File: config.mk
export PLATFORM = sky130hd
export DESIGN_NAME = sc_matrix_max7219_tx
export DESIGN_NICKNAME = d
export VERILOG_FILES = /design/src/rtl/sc_max7219_pkg.sv /design/src/rtl/sc_max7219_frame_shifter.sv /design/src/rtl/sc_matrix_max7219_tx.sv
export SDC_FILE = /design/constraint.sdc
export NUM_CORES = 1
export LEC_CHECK = 0
export ABC_AREA = 1
export CORE_MARGIN = 3
export CORE_UTILIZATION = 34
export CTS_CLUSTER_DIAMETER = 100
export DETAILED_ROUTE_END_ITERATION = 8
export HOLD_SLACK_MARGIN = 0.05
export PLACE_DENSITY = 0.55
export SYNTH_ARGS = -nofsm -noshare
export SYNTH_HDL_FRONTEND = slang
export SYNTH_SLANG_ARGS = --single-unit
File: constraint.sdc
create_clock -name SC_STATEMACHINE_MAIN_CLOCK_50 -period 12.4 [get_ports SC_STATEMACHINE_MAIN_CLOCK_50]
set_input_delay 1.86 -clock SC_STATEMACHINE_MAIN_CLOCK_50 [delete_from_list [all_inputs] [get_ports SC_STATEMACHINE_MAIN_CLOCK_50]]
set_output_delay 1.86 -clock SC_STATEMACHINE_MAIN_CLOCK_50 [all_outputs]
set_load 0.01 [all_outputs]
File: src/rtl/sc_max7219_pkg.sv
// Shared constants for the MAX7219 matrix transmitter: register addresses,
// init word table and top-level FSM state encoding.
package sc_max7219_pkg;

  // MAX7219 register addresses
  localparam logic [7:0] DIGIT0  = 8'h01;
  localparam logic [7:0] DECODE  = 8'h09;
  localparam logic [7:0] INTENS  = 8'h0A;
  localparam logic [7:0] SCANLIM = 8'h0B;
  localparam logic [7:0] SHUTDN  = 8'h0C;
  localparam logic [7:0] TEST    = 8'h0F;

  localparam int unsigned INIT_WORDS = 5;

  // Top-level FSM encoding
  localparam logic [1:0] ST_INIT    = 2'd0;
  localparam logic [1:0] ST_IDLE    = 2'd1;
  localparam logic [1:0] ST_REFRESH = 2'd2;

  // Init sequence: test off, scan all 8 rows, no decode, intensity, leave shutdown
  function automatic logic [15:0] init_word(input logic [2:0] idx, input logic [3:0] intensity);
    case (idx)
      3'd0:    return {TEST, 8'h00};
      3'd1:    return {SCANLIM, 8'h07};
      3'd2:    return {DECODE, 8'h00};
      3'd3:    return {INTENS, 4'h0, intensity};
      default: return {SHUTDN, 8'h01};
    endcase
  endfunction

endpackage

File: src/rtl/sc_max7219_frame_shifter.sv
// Sends one 16-bit word MSB first on DIN/SCLK/CS_n. A frame is 34 half-periods:
// CS_n low setup, 16 SCLK high/low pairs, then a CS_n-high gap. A start seen in
// the last gap cycle chains the next frame with no extra idle time.
module sc_max7219_frame_shifter #(
  parameter int unsigned CLK_DIV = 4
) (
  input  logic        SC_STATEMACHINE_MAIN_CLOCK_50,
  input  logic        SC_STATEMACHINE_MAIN_RESET_InHigh,
  input  logic        start,
  input  logic [15:0] word,
  output logic        done,
  output logic        din,
  output logic        sclk,
  output logic        cs_n
);

  localparam int unsigned HW = (CLK_DIV > 1) ? $clog2(CLK_DIV) : 1;
  localparam logic [HW-1:0] HALF_LAST = HW'(CLK_DIV - 1);

  localparam logic [2:0] PH_IDLE  = 3'd0;
  localparam logic [2:0] PH_SETUP = 3'd1;
  localparam logic [2:0] PH_HIGH  = 3'd2;
  localparam logic [2:0] PH_LOW   = 3'd3;
  localparam logic [2:0] PH_GAP   = 3'd4;

  logic [2:0]    phase_q, phase_d;
  logic [HW-1:0] half_q, half_d;
  logic [3:0]    bit_q, bit_d;
  logic [15:0]   shift_q, shift_d;
  logic          din_q, din_d, sclk_q, sclk_d, cs_n_q, cs_n_d;
  logic          half_end;

  assign half_end = (half_q == HALF_LAST);
  assign done     = (phase_q == PH_GAP) && half_end;
  assign din      = din_q;
  assign sclk     = sclk_q;
  assign cs_n     = cs_n_q;

  // Phase sequencing; every phase lasts exactly one half-period
  always_comb begin
    phase_d = phase_q;
    bit_d   = bit_q;
    shift_d = shift_q;
    din_d   = din_q;
    sclk_d  = sclk_q;
    cs_n_d  = cs_n_q;
    half_d  = (phase_q == PH_IDLE || half_end) ? '0 : half_q + HW'(1);
    case (phase_q)
      PH_IDLE: begin
        if (start) begin
          phase_d = PH_SETUP;
          cs_n_d  = 1'b0;
          din_d   = word[15];
          shift_d = word;
          bit_d   = 4'd15;
        end
      end
      PH_SETUP: begin
        if (half_end) begin
          phase_d = PH_HIGH;
          sclk_d  = 1'b1;
        end
      end
      PH_HIGH: begin
        // DIN only moves on the falling SCLK edge
        if (half_end) begin
          phase_d = PH_LOW;
          sclk_d  = 1'b0;
          din_d   = shift_q[14];
          shift_d = {shift_q[14:0], 1'b0};
        end
      end
      PH_LOW: begin
        if (half_end) begin
          if (bit_q == 4'd0) begin
            phase_d = PH_GAP;
            cs_n_d  = 1'b1;
          end else begin
            bit_d   = bit_q - 4'd1;
            phase_d = PH_HIGH;
            sclk_d  = 1'b1;
          end
        end
      end
      PH_GAP: begin
        if (half_end) begin
          if (start) begin
            phase_d = PH_SETUP;
            cs_n_d  = 1'b0;
            din_d   = word[15];
            shift_d = word;
            bit_d   = 4'd15;
          end else begin
            phase_d = PH_IDLE;
          end
        end
      end
      default: phase_d = PH_IDLE;
    endcase
  end

  // State registers; reset forces the link idle immediately
  always_ff @(posedge SC_STATEMACHINE_MAIN_CLOCK_50 or posedge SC_STATEMACHINE_MAIN_RESET_InHigh) begin
    if (SC_STATEMACHINE_MAIN_RESET_InHigh) begin
      phase_q <= PH_IDLE;
      half_q  <= '0;
      bit_q   <= 4'd0;
      shift_q <= 16'h0000;
      din_q   <= 1'b0;
      sclk_q  <= 1'b0;
      cs_n_q  <= 1'b1;
    end else begin
      phase_q <= phase_d;
      half_q  <= half_d;
      bit_q   <= bit_d;
      shift_q <= shift_d;
      din_q   <= din_d;
      sclk_q  <= sclk_d;
      cs_n_q  <= cs_n_d;
    end
  end

endmodule

File: src/rtl/sc_matrix_max7219_tx.sv
// Display-side end of the 8x8 row interface: runs the MAX7219 init sequence,
// then sends one 8-row refresh per load. Loads arriving while busy are kept
// in a one-deep pending buffer (latest data wins) and served back-to-back.
module sc_matrix_max7219_tx import sc_max7219_pkg::*; #(
  parameter int unsigned CLK_DIV   = 4,
  parameter logic [3:0]  INTENSITY = 4'h8
) (
  input  logic       SC_STATEMACHINE_MAIN_CLOCK_50,
  input  logic       SC_STATEMACHINE_MAIN_RESET_InHigh,
  input  logic       load_InLow,
  input  logic [7:0] row_1_InBus,
  input  logic [7:0] row_2_InBus,
  input  logic [7:0] row_3_InBus,
  input  logic [7:0] row_4_InBus,
  input  logic [7:0] row_5_InBus,
  input  logic [7:0] row_6_InBus,
  input  logic [7:0] row_7_InBus,
  input  logic [7:0] row_8_InBus,
  output logic       busy_Out,
  output logic       pending_Out,
  output logic       max_din_Out,
  output logic       max_sclk_Out,
  output logic       max_cs_Out_n
);

  logic [1:0]  state_q, state_d;
  logic [2:0]  frame_q, frame_d;
  logic [2:0]  next_idx;
  logic        load_q, load_edge;
  logic        kick_q, kick_d;
  logic        pending_q, pending_d;
  logic [7:0]  rows [8];
  logic [7:0]  src [8];
  logic [7:0]  shadow_q [8];
  logic [7:0]  shadow_d [8];
  logic [7:0]  pend_buf_q [8];
  logic [7:0]  pend_buf_d [8];
  logic        start, done;
  logic [15:0] word;

  assign load_edge   = load_q & ~load_InLow;
  assign next_idx    = frame_q + 3'd1;
  assign busy_Out    = (state_q != ST_IDLE);
  assign pending_Out = pending_q;

  // Gather the row inputs and pick the source for the next refresh: a load in
  // this very cycle is newer than anything already pending
  always_comb begin
    rows[0] = row_1_InBus;
    rows[1] = row_2_InBus;
    rows[2] = row_3_InBus;
    rows[3] = row_4_InBus;
    rows[4] = row_5_InBus;
    rows[5] = row_6_InBus;
    rows[6] = row_7_InBus;
    rows[7] = row_8_InBus;
    for (int i = 0; i < 8; i++) src[i] = load_edge ? rows[i] : pend_buf_q[i];
  end

  // FSM: each frame is started in the cycle the previous one reports done
  always_comb begin
    state_d    = state_q;
    frame_d    = frame_q;
    kick_d     = kick_q;
    pending_d  = pending_q;
    shadow_d   = shadow_q;
    pend_buf_d = pend_buf_q;
    start      = 1'b0;
    word       = 16'h0000;
    case (state_q)
      ST_INIT: begin
        if (load_edge) begin
          pend_buf_d = rows;
          pending_d  = 1'b1;
        end
        if (kick_q) begin
          start  = 1'b1;
          word   = init_word(3'd0, INTENSITY);
          kick_d = 1'b0;
        end else if (done) begin
          if (frame_q == 3'(INIT_WORDS - 1)) begin
            if (pending_q || load_edge) begin
              shadow_d  = src;
              pending_d = 1'b0;
              frame_d   = 3'd0;
              state_d   = ST_REFRESH;
              start     = 1'b1;
              word      = {DIGIT0, src[0]};
            end else begin
              frame_d = 3'd0;
              state_d = ST_IDLE;
            end
          end else begin
            frame_d = next_idx;
            start   = 1'b1;
            word    = init_word(next_idx, INTENSITY);
          end
        end
      end
      ST_IDLE: begin
        if (load_edge) begin
          shadow_d = rows;
          frame_d  = 3'd0;
          state_d  = ST_REFRESH;
          start    = 1'b1;
          word     = {DIGIT0, rows[0]};
        end
      end
      ST_REFRESH: begin
        if (load_edge) begin
          pend_buf_d = rows;
          pending_d  = 1'b1;
        end
        if (done) begin
          if (frame_q == 3'd7) begin
            if (pending_q || load_edge) begin
              shadow_d  = src;
              pending_d = 1'b0;
              frame_d   = 3'd0;
              start     = 1'b1;
              word      = {DIGIT0, src[0]};
            end else begin
              frame_d = 3'd0;
              state_d = ST_IDLE;
            end
          end else begin
            frame_d = next_idx;
            start   = 1'b1;
            word    = {DIGIT0 + {5'd0, next_idx}, shadow_q[next_idx]};
          end
        end
      end
      default: begin
        state_d = ST_INIT;
        kick_d  = 1'b1;
        frame_d = 3'd0;
      end
    endcase
  end

  // State, edge detector and row buffers
  always_ff @(posedge SC_STATEMACHINE_MAIN_CLOCK_50 or posedge SC_STATEMACHINE_MAIN_RESET_InHigh) begin
    if (SC_STATEMACHINE_MAIN_RESET_InHigh) begin
      state_q    <= ST_INIT;
      frame_q    <= 3'd0;
      kick_q     <= 1'b1;
      load_q     <= 1'b1;
      pending_q  <= 1'b0;
      shadow_q   <= '{default: 8'h00};
      pend_buf_q <= '{default: 8'h00};
    end else begin
      state_q    <= state_d;
      frame_q    <= frame_d;
      kick_q     <= kick_d;
      load_q     <= load_InLow;
      pending_q  <= pending_d;
      shadow_q   <= shadow_d;
      pend_buf_q <= pend_buf_d;
    end
  end

  sc_max7219_frame_shifter #(
    .CLK_DIV(CLK_DIV)
  ) u_shifter (
    .SC_STATEMACHINE_MAIN_CLOCK_50    (SC_STATEMACHINE_MAIN_CLOCK_50),
    .SC_STATEMACHINE_MAIN_RESET_InHigh(SC_STATEMACHINE_MAIN_RESET_InHigh),
    .start                            (start),
    .word                             (word),
    .done                             (done),
    .din                              (max_din_Out),
    .sclk                             (max_sclk_Out),
    .cs_n                             (max_cs_Out_n)
  );

endmodule

# ---- After elaboration in Yosys (flattened, before gate mapping)
# Cells that the tools add are included.
dict set report totals {
  register_bits 164
  word_cells 179
}
dict set report op_classes {
  n_addsub 4
  order_cmp 1
  eq_ne 27
  mux 93
  bitwise_logic 3
  n_reduce_logical 23
}
# cell count
set ops {}
lappend ops {{$mux W64} 7}
lappend ops {{$pmux W64 S3} 1}
lappend ops {{$mux W16} 8}
lappend ops {{$pmux W16 S3} 2}
lappend ops {{$mux W8} 10}
lappend ops {{$pmux W11 S4} 1}
lappend ops {{$mux W3} 12}
lappend ops {{$mux W1} 26}
lappend ops {{$bmux W8 S3} 1}
lappend ops {{$mux W2} 9}
lappend ops {{$mux W9} 2}
lappend ops {{$ne A2 B2 Y1 const B} 9}
lappend ops {{$mux W4} 4}
lappend ops {{$pmux W3 S5} 1}
lappend ops {{$reduce_and A7 Y1} 2}
lappend ops {{$eq A3 B2 Y1 const B} 4}
lappend ops {{$ne A2 B1 Y1 const B} 6}
lappend ops {{$pmux W1 S3} 4}
lappend ops {{$pmux W4 S3} 1}
lappend ops {{$reduce_and A4 Y1} 3}
lappend ops {{$reduce_bool A3 Y1} 4}
lappend ops {{$reduce_and A5 Y1} 2}
lappend ops {{$eq A3 B3 Y1 const B} 3}
lappend ops {{$pmux W3 S3} 1}
lappend ops {{22 further kinds} 28}

# ---- Longest topological paths before layout
# Gate-level depths: netlist of the first run.
dict set report logic_depth {
  depth_word 11
  depth_mapped 17
  ltp_nobuf 15
}

# ---- Modules after synthesis
# From an unflattened synthesis of the first run, not the netlist that was laid out.
dict set report unflattened {
  hier_cells 1182
  hier_area_um2 8878.5
}
# mod n_inst cells_per_inst area_each_um2 seq_area_each_um2
set modules_own_cells {}
lappend modules_own_cells {sc_matrix_max7219_tx 1 972 7370.8 3405.8}
lappend modules_own_cells {sc_max7219_frame_shifter 1 210 1507.7 676.9}

# ---- Least setup slack after synthesis of the first run
# No wires, ideal clock.
dict set report synth_path {
  path_kind {input port to flip-flop}
  start {input load_InLow}
  end {register shadow_q[0] (netlist name)}
  setup_ns 0.130
  arrival_time_ns 2.942
  slack_ns 9.328
  cell_stages 9
  path_buffers 3
  cell_sequence {inv_2 > nand2_1 > buf_2 > a21boi_1 > nand2_1 > nor3_4 > buf_6 > buf_2 > a31oi_1}
}
dict set report synth_via {
  elab_chain_len 8
  word_cells_on_any_way 13
}
# item line_no
set synth_rtl {}
lappend synth_rtl {{from (decl)} sc_matrix_max7219_tx.sv:10} ;# input logic load_InLow,
lappend synth_rtl {{$not A1 Y1 (*)} sc_matrix_max7219_tx.sv:41} ;# assign load_edge = load_q & ~load_InLow;
lappend synth_rtl {{$and A1 B1 Y1 (*)} sc_matrix_max7219_tx.sv:41}
lappend synth_rtl {{$mux W8 / $logic_or A1 B1 Y1 (equally long branches)} {sc_matrix_max7219_tx.sv:57, sc_matrix_max7219_tx.sv:82, sc_matrix_max7219_tx.sv:116}}
lappend synth_rtl {{$mux W64} {sc_matrix_max7219_tx.sv:82, sc_matrix_max7219_tx.sv:116}}
lappend synth_rtl {{$mux W64} sc_matrix_max7219_tx.sv:81} ;# if (frame_q == 3'(INIT_WORDS - 1)) begin
lappend synth_rtl {{$mux W64} sc_matrix_max7219_tx.sv:80} ;# end else if (done) begin
lappend synth_rtl {{$mux W64} sc_matrix_max7219_tx.sv:76} ;# if (kick_q) begin
lappend synth_rtl {{$pmux W64 S3} sc_matrix_max7219_tx.sv:70} ;# case (state_q)
lappend synth_rtl {{to (signal assigned)} sc_matrix_max7219_tx.sv:157} ;# shadow_q <= shadow_d;
lappend synth_rtl {{to (decl)} sc_matrix_max7219_tx.sv:34} ;# logic [7:0] shadow_q [8];
# Mark *: on every way between the ends. The rest lies on a longest branch, timed or not. The select of a mux whose other input is x is not followed.
# A chain may end at the register's enable or synchronous reset.

# ---- Worst setup path in the final report of the first run
dict set report layout_path {
  start {register state_q[1]}
  end {output busy_Out}
}
dict set report layout_via {
  elab_chain_len 1
}
# item line_no
set layout_rtl {}
lappend layout_rtl {{from (decl)} sc_matrix_max7219_tx.sv:26} ;# logic [1:0] state_q, state_d;
lappend layout_rtl {{from (signal assigned)} sc_matrix_max7219_tx.sv:152} ;# state_q <= state_d;
lappend layout_rtl {{$ne A2 B1 Y1} sc_matrix_max7219_tx.sv:43} ;# assign busy_Out = (state_q != ST_IDLE);
lappend layout_rtl {{to (decl)} sc_matrix_max7219_tx.sv:19} ;# output logic busy_Out,
# Every way passes these cells.

==> reports/qor.csv, run 1 <==
stage;metric;value;unit
floorplan;std_cell_rows;57;
worst_setup_path;cp_data_arrival_time;2600;ps
global_routing;largest_net_degree_at_the_start_of_global_routing;95;
clocking;cts.clk_slew.worst_paths;70;ps
detailed_routing;detail_route.drc_violations;0;
timing;unrepaired_setup_endpoints_after_global_routing;false;
power_and_ir_drop;peakVddDrop;0.0889;mV
clocking;clock-root-buffer;sky130_fd_sc_hd__clkbuf_16;
synthesis;yosys_warnings;0;
outcome;status;complete, no violations;
clocking;tritoncts_num_sinks;163;
detailed_routing;final_antenna_net_count;0;
worst_setup_path;ff2ff_path_depth;9;
synthesis;syn-mean-instance-area;7.44;sq um
detailed_routing;first_pass_iters;7;
synthesis;syn_nets;1219;
clocking;clock_tree.buffer_depth;2;
global_routing;grt_antenna_before_repair;0;
cells_and_area;antenna_cells;0;
power_and_ir_drop;pwr_density;122;mW/mm^2
worst_setup_path;timing.critical_path.to_type;output pin;
timing;final_hold_viol_count;0;
synthesis;combined_area_of_all_synthesized_cells;0.00848;sq mm
clocking;cts_made_buffers;17;
detailed_routing;post_drt_via_cell_ratio;4.89;
floorplan;core_outline_area;0.0244;sq mm
timing;setup_total_negative_slack;0;ps
power_and_ir_drop;power_leakage;0.00481;uW
global_routing;grt_pass1_vias;7130;
timing;worstMarginPinSlew;919;ps
detailed_routing;drt-total-wl;22800;um
clocking;tritoncts_clock_tree;yes;
cells_and_area;instances_no_fill;1513;
global_routing;globalRouteTotalUtil;17.7;%
timing;setup_viol;0;
worst_setup_path;cp_slowest_cell;sky130_fd_sc_hd__clkdlybuf4s50_1;
global_routing;grt_overflow;0;
worst_setup_path;slowest_delay;700;ps
timing;finalWorstPathRequiredPeriod;4460;ps
detailed_routing;wl_per_cell;15.1;um
floorplan;ios;72;
placement;place.detailed.instances;1481;
cells_and_area;final_layout_size_suffix_gt1_share;6.31;%
min_path;min-delay-path-class;reg2reg;
flow_run;max_cap_violations;0;
synthesis;synthDistinctLibCells;34;
timing;max-slew-margin-rel;38.7;%
clocking;postCtsSetupRepairBufs;0;
floorplan;die-height;164;um
worst_setup_path;setup.worst_path.start_class;flip-flop;
min_path;hold_end;u_shifter.half_q[0];
worst_setup_path;r2r_slack;8820;ps
worst_setup_path;critical_path_buf_inv_count;3;
global_routing;global_route_wire_length_before_repair;37900;um
synthesis;synth.ff_latch_count;163;
floorplan;die_x;164;um
min_path;holdCritStartpoint;u_shifter.half_q[0];
placement;dp_hpwl;14800;um
clocking;cts_hold_buffers;0;
timing;post-route-period-util;35.9;%
synthesis;ys_top_cells_by_area;sky130_fd_sc_hd__dfrtp_1 47%, sky130_fd_sc_hd__nand2_1 20%, sky130_fd_sc_hd__nand3_1 7.4%;
worst_setup_path;kind_of_cell_adding_the_most_delay_to_the_critical_path;buffers and inverters;
placement;gp_congestion;0.833;
worst_setup_path;critical_path.cell_chain;inv_1, ha_1, inv_2, clkdlybuf4s50_1;
worst_setup_path;rr_endpoint;shadow_q[59];
timing;clock_skew;12.1;ps
clocking;h-tree-depth;4;
floorplan;dieArea;0.0269;sq mm
clocking;post_cts_resized;0;
synthesis;sequential_cell_area_fraction_in_the_yosys_report;48.1;%
worst_setup_path;worst-setup-path-type;reg2out;
placement;port_buffers;71;
min_path;holdPathStages;1;
synthesis;synth_cells;1141;
cells_and_area;growth_of_design_area_from_synthesis_to_finish;17.3;%
detailed_routing;num_vias;7404;
worst_setup_path;worst-path-max-fanout;46;
detailed_routing;initialDrtViolationCount;643;
synthesis;netlist.area_leader.share;47.2;%
timing;timing_max_transition_violations_final;0;
cells_and_area;final_util;40.8;%
worst_setup_path;crit_required;10540;ps
synthesis;synth_area_leader_cell;sky130_fd_sc_hd__dfrtp_1;
worst_setup_path;r2r_start;frame_q[0];
cells_and_area;design.final.nets;1254;
clocking;worst_skew_pair.late_latency;430;ps
cells_and_area;final_common_cell;sky130_fd_sc_hd__nand2_1;
cells_and_area;mostFrequentLayoutCells;447 x sky130_fd_sc_hd__nand2_1, 160 x sky130_fd_sc_hd__dfrtp_1, 126 x sky130_fd_sc_hd__nand3_1;
floorplan;start_util;34.8;%
timing;clock.fmax;0.224;GHz
cells in the mapped netlist (all sizes together):
master	n
a211oi	1
a21boi	3
a21oi	16
a31oi	42
buf	31
clkbuf	33
clkinv	2
dfrtp	160
dfstp	3
ha	11
inv	73
nand2	454
nand3	129
nand4	7
nor2	63
nor3	7
o21ai	100
o21bai	1
o22ai	3
or2	1
xor2	1
metrics by stage:
stage | hold WS, ps | worst slack (ps) | cell area [sq um] | total power (uW)
after floorplan | 410 | 6140 | 8480 | 637
after global placement | 427 | 7590 | 9360 | 682
after detailed placement | 423 | 7540 | 9360 | 683
after CTS | 441 | 7890 | 9950 | 1230
after global routing | 464 | 7600 | 9950 | 1270
final | 445 | 7940 | 9950 | 1210
worst max-delay path by stage:
| stage | endpoint | depth (start not counted) | from |
|---|---|---|---|
| after global placement | shadow_q[61] | 11 | load_InLow |
| after CTS | busy_Out | 4 | state_q[1] |
| after floorplan | frame_q[0] | 1 | SC_STATEMACHINE_MAIN_RESET_InHigh |
| after global routing | shadow_q[23] | 11 | load_InLow |
| after detailed placement | shadow_q[59] | 10 | load_InLow |
| final | busy_Out | 4 | state_q[1] |
flip-flops by register name (all words and copies together), names as in the netlist, 2 cells and up:
name	count
u_shifter.bit_q	4
u_shifter.half_q	2
state_q	2
u_shifter.shift_q	15
shadow_q	64
u_shifter.phase_q	3
pend_buf_q	64
frame_q	3
cell type report:
type | instances | area [sq um]
inverter | 75 | 287
tap | 324 | 405
multi-input combinational | 839 | 3810
clock buffer | 17 | 425
fill | 2555 | 14400
sequential | 163 | 4080
timing repair buffer | 80 | 778
clock inverter | 15 | 164
worst reg2reg max path: cells and delay by family (launching register included):
kind | cells | cell delay (ps)
adder cells (fa/ha/maj) | 1 | 260
flip-flops | 1 | 540
AND/OR/NAND/NOR | 4 | 810
buffers and inverters | 3 | 1570
AO/OA/AOI/OAI | 1 | 300
power by group:
part           total (uW)  internal (uW)  switching, uW
registers             572            558           14.4
logic                99.1           40.9           58.2
clock network         539            302            237
metal layers:
metal	share of wire, %	vias up	wire length (um)	global-route usage, %
li1	-	3761	-	-
met2	44	195	9960	26.9
met4	0.96	0	218	3.61
met3	5.8	14	1330	3.61
met5	0	-	0	0
met1	50	3434	11300	26.1
cell families (layout without fill, tap and decap cells):
group	Yosys count	in the layout	synth area share [%]
DFF	163	163	48.1
adders and majority gates	11	11	1.62
xor gates and xnor gates	1	1	0.103
AOI/OAI and AO/OA	166	166	10.9
buffers and inverters	139	187	7.15
and+or+nand+nor	661	661	32.1
No activity file was read; power rests on OpenSTA's default activity.
==> run 2, diff against run 1 <==
Settings changed: PLACE_DENSITY 0.55 to 0.56.
Clock period 12.4 ns to 3.8 ns, I/O delays scaled along.
==> run 2 against run 1 <==
Sequential share of layout area fell by 0.16 points. Setup slack got worse by 6900 ps. Highest routed layer unchanged. Register-to-register slack got worse by 7700 ps. Clock power rose to 3.1 times the previous value. Die area did not move. Global-route usage rose by 0.26 points. Combinational power rose to 3.4 times the previous value. Clock skew fell by 1.9 ps. Non-clock buffer count rose by 3.
==> reports/qor.csv, run 2 (synthesis gave the netlist of run 1 again) <==
stage;metric;value;unit
clocking;cts_hold_buffers;0;
placement;dp_hpwl;15100;um
clocking;clock-root-buffer;sky130_fd_sc_hd__clkbuf_16;
clocking;h-tree-depth;4;
clocking;post_cts_resized;0;
global_routing;globalRouteTotalUtil;17.9;%
timing;setup_viol;0;
power_and_ir_drop;pwr-share-comb;8.6;%
clocking;worst_skew_pair.late_latency;440;ps
cells_and_area;biggestRegsByFlops;pend_buf_q x64, shadow_q x64, u_shifter.shift_q x15;
timing;post-route-period-util;71.8;%
clocking;postCtsSetupRepairBufs;0;
worst_setup_path;worst_setup_path_endpoint;u_shifter.shift_q[2];
power_and_ir_drop;power.share.sequential;48.4;%
global_routing;largest_net_degree_at_the_start_of_global_routing;96;
global_routing;grt_overflow;0;
timing;finalWorstPathRequiredPeriod;2730;ps
clocking;tritoncts_clock_tree;yes;
timing;max-slew-margin-rel;54.0;%
global_routing;grt_pass1_vias;7258;
timing;finalHoldWorstSlack;397;ps
floorplan;std_cell_rows;57;
detailed_routing;post_drt_via_cell_ratio;4.98;
worst_setup_path;crit_required;4110;ps
worst_setup_path;rr_endpoint;u_shifter.shift_q[2];
global_routing;grt_antenna_before_repair;0;
worst_setup_path;r2r_start;frame_q[0];
floorplan;die-height;164;um
detailed_routing;num_vias;7550;
power_and_ir_drop;p_int;2880;uW
floorplan;start_util;34.8;%
worst_setup_path;setup.worst_path.start;frame_q[0];
min_path;min-delay-path-class;in2async;
cells_and_area;final_layout_size_suffix_gt1_share;6.21;%
cells_and_area;final_common_cell;sky130_fd_sc_hd__nand2_1;
flow_run;max_cap_violations;0;
timing;setup_total_negative_slack;0;ps
global_routing;global_route_wire_length_before_repair;38400;um
worst_setup_path;ff2ff_path_depth;14;
timing;clock_skew;10.2;ps
detailed_routing;drt-total-wl;23100;um
timing;clock.fmax;0.366;GHz
detailed_routing;wl_per_cell;15.2;um
worst_setup_path;worst-path-max-fanout;37;
power_and_ir_drop;peakVddDrop;0.244;mV
timing;final_hold_viol_count;0;
timing;unrepaired_setup_endpoints_after_global_routing;false;
placement;gp_congestion;0.884;
cells_and_area;design.final.nets;1257;
worst_setup_path;cp_data_arrival_time;3040;ps
clocking;clock_tree.buffer_depth;2;
outcome;status;complete, no violations;
floorplan;ios;72;
floorplan;core_outline_area;0.0244;sq mm
detailed_routing;final_antenna_net_count;0;
clocking;cts_made_buffers;17;
worst_setup_path;setup.worst_path.start_class;flip-flop;
clocking;tritoncts_num_sinks;163;
timing;worstMarginPinSlew;687;ps
power_and_ir_drop;pwr_density;387;mW/mm^2
worst_setup_path;worst-setup-path-type;reg2reg;
cells_and_area;mostFrequentLayoutCells;447 x sky130_fd_sc_hd__nand2_1, 160 x sky130_fd_sc_hd__dfrtp_1, 126 x sky130_fd_sc_hd__nand3_1;
cells_and_area;growth_of_design_area_from_synthesis_to_finish;17.7;%
worst_setup_path;timing.critical_path.to_type;flip-flop;
power_and_ir_drop;power.switching;976;uW
power_and_ir_drop;power_leakage;0.00481;uW
floorplan;die_x;164;um
detailed_routing;initialDrtViolationCount;658;
floorplan;dieArea;0.0269;sq mm
cells_and_area;antenna_cells;0;
detailed_routing;first_pass_iters;5;
detailed_routing;detail_route.drc_violations;0;
timing;timing_max_transition_violations_final;0;
worst_setup_path;r2r_slack;1070;ps
placement;port_buffers;71;
power_and_ir_drop;power_frac_clock;43.0;%
power_and_ir_drop;switching_share;25.3;%
clocking;cts.clk_slew.worst_paths;70;ps
## run 2: power groups by stage
| stage | clock, uW | combinational [uW] | sequential [uW] |
|---|---|---|---|
| 2_1_floorplan | 0 | 191 | 1890 |
| 3_3_place_gp | 0 | 336 | 1900 |
| 3_5_place_dp | 0 | 339 | 1900 |
| 4_1_cts | 1700 | 340 | 1870 |
| 5_1_grt | 1770 | 384 | 1880 |
| 6_report | 1660 | 334 | 1870 |
## run 2: layout make-up
| type | count | area [sq um] |
|---|---|---|
| timing repair buffer | 83 | 851 |
| sequential | 163 | 4080 |
| inverter | 75 | 285 |
| tap | 324 | 405 |
| multi-input combinational | 839 | 3810 |
| fill | 2531 | 14400 |
| clock inverter | 10 | 103 |
| clock buffer | 22 | 454 |
## run 2: routing by layer
layer,track usage (%),part of all wire [%],vias to the layer above,wire (um)
met4,5.00,1.3,0,307
li1,-,-,3776,-
met3,3.28,5.6,20,1290
met2,27.1,44,221,10100
met5,0,0,-,0
met1,26.4,49,3533,11400
## run 2: how the worst min path moves through the flow
stage / slack (ps) / end / cells past startpoint
4_1_cts: 390 / pend_buf_q[17] / 2
3_3_place_gp: 420 / u_shifter.half_q[0] / 1
6_report: 400 / pend_buf_q[17] / 2
2_1_floorplan: 410 / u_shifter.half_q[0] / 1
3_5_place_dp: 430 / u_shifter.half_q[0] / 1
5_1_grt: 400 / pend_buf_q[17] / 2
## run 2: per-stage QoR
step                util [%]  setup WS, ps  cells  instance area, sq um  total power (uW)
finish                  41.0          1070   1516                  9990              3860
global route            41.0           778   1516                  9990              4030
CTS                     41.0          1070   1516                  9990              3910
detailed placement      38.7           885   1484                  9430              2240
global placement        38.7           979   1484                  9430              2230
floorplan                  -          1160   1141                  8490              2080
## run 2: critical path: stages (launching register included)
cell and delay (ps):
sky130_fd_sc_hd__dfrtp_1 400, sky130_fd_sc_hd__buf_4 360, sky130_fd_sc_hd__inv_1 110, sky130_fd_sc_hd__ha_1 310, sky130_fd_sc_hd__clkinv_1 460, sky130_fd_sc_hd__a21oi_1 260
sky130_fd_sc_hd__o21ai_0 110, sky130_fd_sc_hd__nand3_1 100, sky130_fd_sc_hd__nand3_1 110, sky130_fd_sc_hd__nand2_1 90, sky130_fd_sc_hd__nand2_1 60, sky130_fd_sc_hd__nand2_1 60
sky130_fd_sc_hd__nand2_1 50, sky130_fd_sc_hd__nand2_1 60, sky130_fd_sc_hd__nand2_1 60
